$ cat src/rtl/avs_arbiter.sv
// Two-master Avalon-MM arbiter in front of one shared slave: alternating grants
// under contention, one idle turnaround cycle between grants, stall-timeout abort.
module avs_arbiter #(
    parameter int                      C_ADDR_WIDTH = 8,
    parameter int                      C_DATA_WIDTH = 32,
    parameter int                      C_TIMEOUT    = 255,  // legal range 2..65535
    parameter logic [C_DATA_WIDTH-1:0] C_ERR_DATA   = C_DATA_WIDTH'(32'hDEADBEEF)
) (
    input  logic                    sys_clk,
    input  logic                    sys_rst,

    input  logic [C_ADDR_WIDTH-1:0] m0_address,
    input  logic                    m0_read,
    input  logic                    m0_write,
    input  logic [C_DATA_WIDTH-1:0] m0_writedata,
    output logic [C_DATA_WIDTH-1:0] m0_readdata,
    output logic                    m0_waitrequest,

    input  logic [C_ADDR_WIDTH-1:0] m1_address,
    input  logic                    m1_read,
    input  logic                    m1_write,
    input  logic [C_DATA_WIDTH-1:0] m1_writedata,
    output logic [C_DATA_WIDTH-1:0] m1_readdata,
    output logic                    m1_waitrequest,

    output logic [C_ADDR_WIDTH-1:0] s_address,
    output logic                    s_read,
    output logic                    s_write,
    output logic [C_DATA_WIDTH-1:0] s_writedata,
    input  logic [C_DATA_WIDTH-1:0] s_readdata,
    input  logic                    s_waitrequest,

    output logic                    timeout_err
);

    typedef enum logic [1:0] {
        IDLE  = 2'd0,
        BUSY0 = 2'd1,
        BUSY1 = 2'd2
    } state_t;

    localparam logic [15:0] STALL_LIMIT = 16'(C_TIMEOUT - 1);

    state_t      state;
    logic        last_grant;
    logic [15:0] stall_cnt;

    logic m0_req;
    logic m1_req;
    logic busy;
    logic grant1;
    logic act_req;
    logic timeout_hit;

    assign m0_req      = m0_read | m0_write;
    assign m1_req      = m1_read | m1_write;
    assign busy        = (state == BUSY0) || (state == BUSY1);
    assign grant1      = (state == BUSY1);
    assign act_req     = grant1 ? m1_req : m0_req;
    // A master that has already dropped its request cannot be timed out.
    assign timeout_hit = busy && act_req && s_waitrequest && (stall_cnt == STALL_LIMIT);

    // NOTE: sequential state uses non-blocking assignments only, so every
    // register samples the pre-edge values regardless of statement order.
    always_ff @(posedge sys_clk) begin
        if (sys_rst) begin
            state      <= IDLE;
            last_grant <= 1'b1;
            stall_cnt  <= '0;
        end else begin
            case (state)
                IDLE: begin
                    stall_cnt <= '0;
                    if (m0_req && m1_req) state <= last_grant ? BUSY0 : BUSY1;
                    else if (m0_req)      state <= BUSY0;
                    else if (m1_req)      state <= BUSY1;
                end
                BUSY0, BUSY1: begin
                    if (!act_req) begin
                        state <= IDLE;
                    end else if (!s_waitrequest || timeout_hit) begin
                        state      <= IDLE;
                        last_grant <= grant1;
                    end else begin
                        stall_cnt <= stall_cnt + 16'd1;
                    end
                end
                default: state <= IDLE;
            endcase
        end
    end

    // Reset forces the idle view immediately so an access cut by reset never
    // appears to complete on the master side.
    // NOTE: every output gets a default first, so no path leaves one unassigned
    // and no latch is inferred.
    always_comb begin
        s_address      = '0;
        s_read         = 1'b0;
        s_write        = 1'b0;
        s_writedata    = '0;
        m0_waitrequest = 1'b1;
        m0_readdata    = '0;
        m1_waitrequest = 1'b1;
        m1_readdata    = '0;
        timeout_err    = 1'b0;
        if (!sys_rst) begin
            case (state)
                BUSY0: begin
                    s_address      = m0_address;
                    s_read         = m0_read;
                    s_write        = m0_write;
                    s_writedata    = m0_writedata;
                    m0_waitrequest = s_waitrequest & ~timeout_hit;
                    m0_readdata    = timeout_hit ? C_ERR_DATA : s_readdata;
                    timeout_err    = timeout_hit;
                end
                BUSY1: begin
                    s_address      = m1_address;
                    s_read         = m1_read;
                    s_write        = m1_write;
                    s_writedata    = m1_writedata;
                    m1_waitrequest = s_waitrequest & ~timeout_hit;
                    m1_readdata    = timeout_hit ? C_ERR_DATA : s_readdata;
                    timeout_err    = timeout_hit;
                end
                default: ;
            endcase
        end
    end

endmodule
$ cat config.mk
export PLATFORM = sky130hd
export DESIGN_NAME = avs_arbiter
export DESIGN_NICKNAME = d
export VERILOG_FILES = /design/src/rtl/avs_arbiter.sv
export SDC_FILE = /design/constraint.sdc
export NUM_CORES = 1
export LEC_CHECK = 0
export CORE_MARGIN = 8
export CORE_UTILIZATION = 34
export CTS_BUF_LIST = sky130_fd_sc_hd__clkbuf_8 sky130_fd_sc_hd__clkbuf_16
export DETAILED_ROUTE_END_ITERATION = 16
export GPL_ROUTABILITY_DRIVEN = 0
export PLACE_DENSITY = 0.89
export SLEW_MARGIN = 40
export SYNTH_ARGS = -nofsm -noshare
export SYNTH_HDL_FRONTEND = slang
export SYNTH_SLANG_ARGS = --single-unit
export TNS_END_PERCENT = 5
$ cat constraint.sdc
create_clock -name sys_clk -period 6.1 [get_ports sys_clk]
set_input_delay 1.525 -clock sys_clk [delete_from_list [all_inputs] [get_ports sys_clk]]
set_output_delay 1.525 -clock sys_clk [all_outputs]
set_load 0.005 [all_outputs]
==> summary.md <==
The portion of the clock cycle consumed by the worst path in the final layout works out to 0.897. Entering global routing, the biggest net connects 50 pins. Counting every instance in the synthesized netlist gives 353.

The tools report the highest ir drop seen on vdd as 95.1 µV. The final sum of negative setup slack is 0 ns. For the row count, the log shows 30.

For this run, the leading register cell type out of synthesis is sky130_fd_sc_hd__dfxtp_1. When the netlist entered floorplanning its net count stood at 478. Netlist area before placement: 2410 µm².

The first global-routing pass estimated 19.2 mm of wire. The highest layer touched by signal routing is met4. For the post-CTS setup buffer count, the log shows 0.

The number of different library cells used by synthesis comes to 48. The finished cells cover 4750 µm². Critical path class: in -> out. For this block, the routed nets add up to 13.3 mm of wire. The tool flagged a number of max-cap violations equal to 0. The post-route minimum period was 5.47 ns. After detailed routing, the number of vias per cell comes to 5.50. Clock network fraction of design power: 0.162. For this design the ratio of total power to cell area is 120 nW/µm². The sink count of the clock tree was 19; the share of post-route cells with drive strength above 1 was 0.0344. After filler insertion, the fill cell instance count of the layout stands at 585. STA puts the critical path data required time at 4.58 ns. Cell internal power was estimated by the tool at 360 µW.

The maximum clock skew at final layout is 0.00439 ns. The worst relative slew slack was 0.537. The synthesized design contains 0 enable-type register cells. For the net count of the finished layout, the log shows 679.

The run gives 0 as the number of pins with negative max-slew slack in the final report. Dividing the detail-routed wire length by the instance count gives 20.4 µm. Wire segments on met2 add up to 6.55 mm in the final route.

The number of nets with antenna violations after detailed routing is 0, and the number of synthesized register bits is 19. Data on the critical path arrives at its endpoint at 3.94 ns. The number of warning messages in the yosys log is 0. During placement, the flow inserted port buffers numbering 227.

The clock passes through at most 2 buffers. In the routed design, unresolved DRC markers number 0. The tightest min-delay check is of the reg -> reg type. Of all nets on the critical path, the largest fanout is 18.

TritonCTS built the clock tree. The run gives 0.607 as the power share of the combinational group. The post-DP HPWL was 10.8 mm. For the final core utilization, the log shows 0.695.

Clock tree synthesis selected as its root buffer the cell sky130_fd_sc_hd__clkbuf_8. The area growth from synthesis to layout is 96.9%. After clock tree synthesis, the flow added hold-fix buffers numbering 0. The run gives 0.670 ns as the setup slack after placement. For the number of hold violations in the final report, the log shows 0. For the overall overflow remaining after global route, the log shows 0. The wire length on met3 was 1.48 mm. The floorplan step set the die width to 100 µm. The die covers 10000 µm².

For the sequential power share, the log shows 0.231. Clock tree synthesis inserted a total of 3 buffers. Across all setup checks in the final design, the least slack found is 0.631 ns. The tools report the total routing usage reported by global routing as 0.242. 228 I/O pins were placed. The clock latency at the later pin of the worst-skew pair is 0.26 ns. For this design the static power due to leakage is 1.64 nW. The core region is 6830 µm². After layout, the design draws a total of 571 µW. The run gives 0 as the initial antenna violation count. The launching element type of the critical path is a primary input. The run gives 0.158 as the post-synthesis sequential area ratio.

Across all layers, the routed design uses 3572 vias. Setup repair after global routing left no endpoint under its margin. For this run, the detailed router's first-pass iteration total came to 5.

Measured along the y axis, the die boundary spans 100 µm. For this run, the number of standard cells in the final layout without fillers is 649. The clock transition time at the flip-flop clock pins of the worst setup and hold paths came out at 0.08 ns.

The async set-or-reset flop fraction in the synthesized netlist came out at 0. The pin slew with the least headroom to its limit came out at 0.695 ns. The flow ran to the end, and the final reports show no timing, DRC or antenna violations.

The logs give 0 for the number of cells upsized or downsized after cts and 4.85 mm for the met1 layer wirelength in the final routing. The final setup violation count was 0. The initial core utilization was 0.353; the via count of the first global-routing pass was 3378.

The count of H-tree levels built during CTS came out at 1. The switching share of power was 0.370; the cell area reported after detailed placement was 4700 µm². On the final layout, the worst hold slack is 0.524 ns. In this run, the number of DRC markers left after iteration 0 of detailed routing was 262. The kind of end point of the critical path was an output port. Averaged over all synthesized cells, the footprint is 6.83 µm². For this design the total switching power over the nets is 211 µW.

Based on the critical path, the design can be clocked at up to 183 MHz. 0 antenna diodes ended up in the layout. Counting tap cells, the placed design contains a total of 645 instances.
==> worst paths after layout <==
check                           slack, ns                   from  cells past startpoint                    endpoint
worst min-delay path                 0.52  state[1]$_SDFFE_PP0P_                      2       state[1]$_SDFFE_PP0P_
worst max-delay path                 0.63                m0_read                      6             m0_readdata[24]
worst max register to register       3.26  state[0]$_SDFFE_PP0P_                      7  stall_cnt[10]$_SDFFE_PP0P_
worst min register to register       0.52  state[1]$_SDFFE_PP0P_                      2       state[1]$_SDFFE_PP0P_
==> synth_stat cells, drive strengths merged, types with 5 or more instances <==
| cell | instances | share of area |
|---|---|---|
| a21oi | 8 | 0.017 |
| a22oi | 42 | 0.13 |
| a31oi | 5 | 0.013 |
| and3 | 20 | 0.052 |
| clkbuf | 34 | 0.053 |
| dfxtp | 19 | 0.16 |
| ha | 6 | 0.031 |
| inv | 8 | 0.012 |
| nand2 | 18 | 0.028 |
| nand3 | 8 | 0.017 |
| nand4 | 6 | 0.016 |
| nor2 | 55 | 0.086 |
| nor3 | 6 | 0.012 |
| nor4 | 5 | 0.016 |
| o21a | 48 | 0.15 |
| or3 | 7 | 0.018 |
==> kinds of logic after synthesis <==
| group | after synthesis | synth area share |
|---|---|---|
| and+or+nand+nor | 153 | 0.334 |
| AOI/OAI and AO/OA | 126 | 0.385 |
| buffers and inverters | 46 | 0.0789 |
| DFF | 19 | 0.158 |
| adders and majority gates | 6 | 0.0312 |
| muxes | 3 | 0.0125 |
==> metal layers <==
layer | vias to the layer above | track usage
met5 | - | 0
met4 | 0 | 0.0907
met3 | 29 | 0.0997
met2 | 194 | 0.423
met1 | 1624 | 0.252
li1 | 1725 | -
==> cells in the final DEF (no fill, tap or decap), types with 5 or more instances in the layout <==
master,Yosys,final
sky130_fd_sc_hd__clkdlybuf4s50_1,0,227
sky130_fd_sc_hd__dfxtp_1,19,19
sky130_fd_sc_hd__nand4_1,6,6
sky130_fd_sc_hd__o21a_1,48,48
sky130_fd_sc_hd__nand3_1,8,8
sky130_fd_sc_hd__and3_1,20,20
sky130_fd_sc_hd__inv_1,8,8
sky130_fd_sc_hd__or3_1,7,7
sky130_fd_sc_hd__ha_1,6,6
sky130_fd_sc_hd__nor3_1,6,6
sky130_fd_sc_hd__nor2_1,55,55
sky130_fd_sc_hd__a31oi_1,5,5
sky130_fd_sc_hd__a21oi_1,8,8
sky130_fd_sc_hd__nand2_1,18,18
sky130_fd_sc_hd__buf_4,0,7
sky130_fd_sc_hd__a22oi_1,42,42
==> area by class of cell <==
class / instances / area (µm²) / share of cell area
Timing Repair Buffer: 234 / 2320 / 0.490
Multi-Input combinational cell: 288 / 1840 / 0.389
Sequential cell: 19 / 380 / 0.0801
Tap cell: 96 / 120 / 0.0253
Clock buffer: 3 / 41.3 / 0.00870
Inverter: 8 / 30.0 / 0.00633
Clock inverter: 1 / 5.00 / 0.00105
==> power by group through the flow <==
| stage | Sequential, mW | Clock (mW) | Combinational, mW |
|---|---|---|---|
| after CTS | 0.132 | 0.0933 | 0.346 |
| after floorplan | 0.134 | 0 | 0.160 |
| after global routing | 0.132 | 0.0966 | 0.377 |
| after global placement | 0.134 | 0 | 0.338 |
| after detailed placement | 0.135 | 0 | 0.344 |
| final | 0.132 | 0.0925 | 0.347 |
==> worst max-delay path: stages <==
cell                              delay (ns)
sky130_fd_sc_hd__clkdlybuf4s50_1        0.54
sky130_fd_sc_hd__nor3_1                 0.09
sky130_fd_sc_hd__nor3b_1                0.44
sky130_fd_sc_hd__nand3_1                0.49
sky130_fd_sc_hd__and3_1                 0.36
sky130_fd_sc_hd__clkdlybuf4s50_1        0.50
==> state kept, by name, indices dropped and copies added, names as in the netlist <==
| name | count |
|---|---|
| state | 2 |
| stall_cnt | 16 |
| last_grant | 1 |
Power figures use the tool's default switching activity.
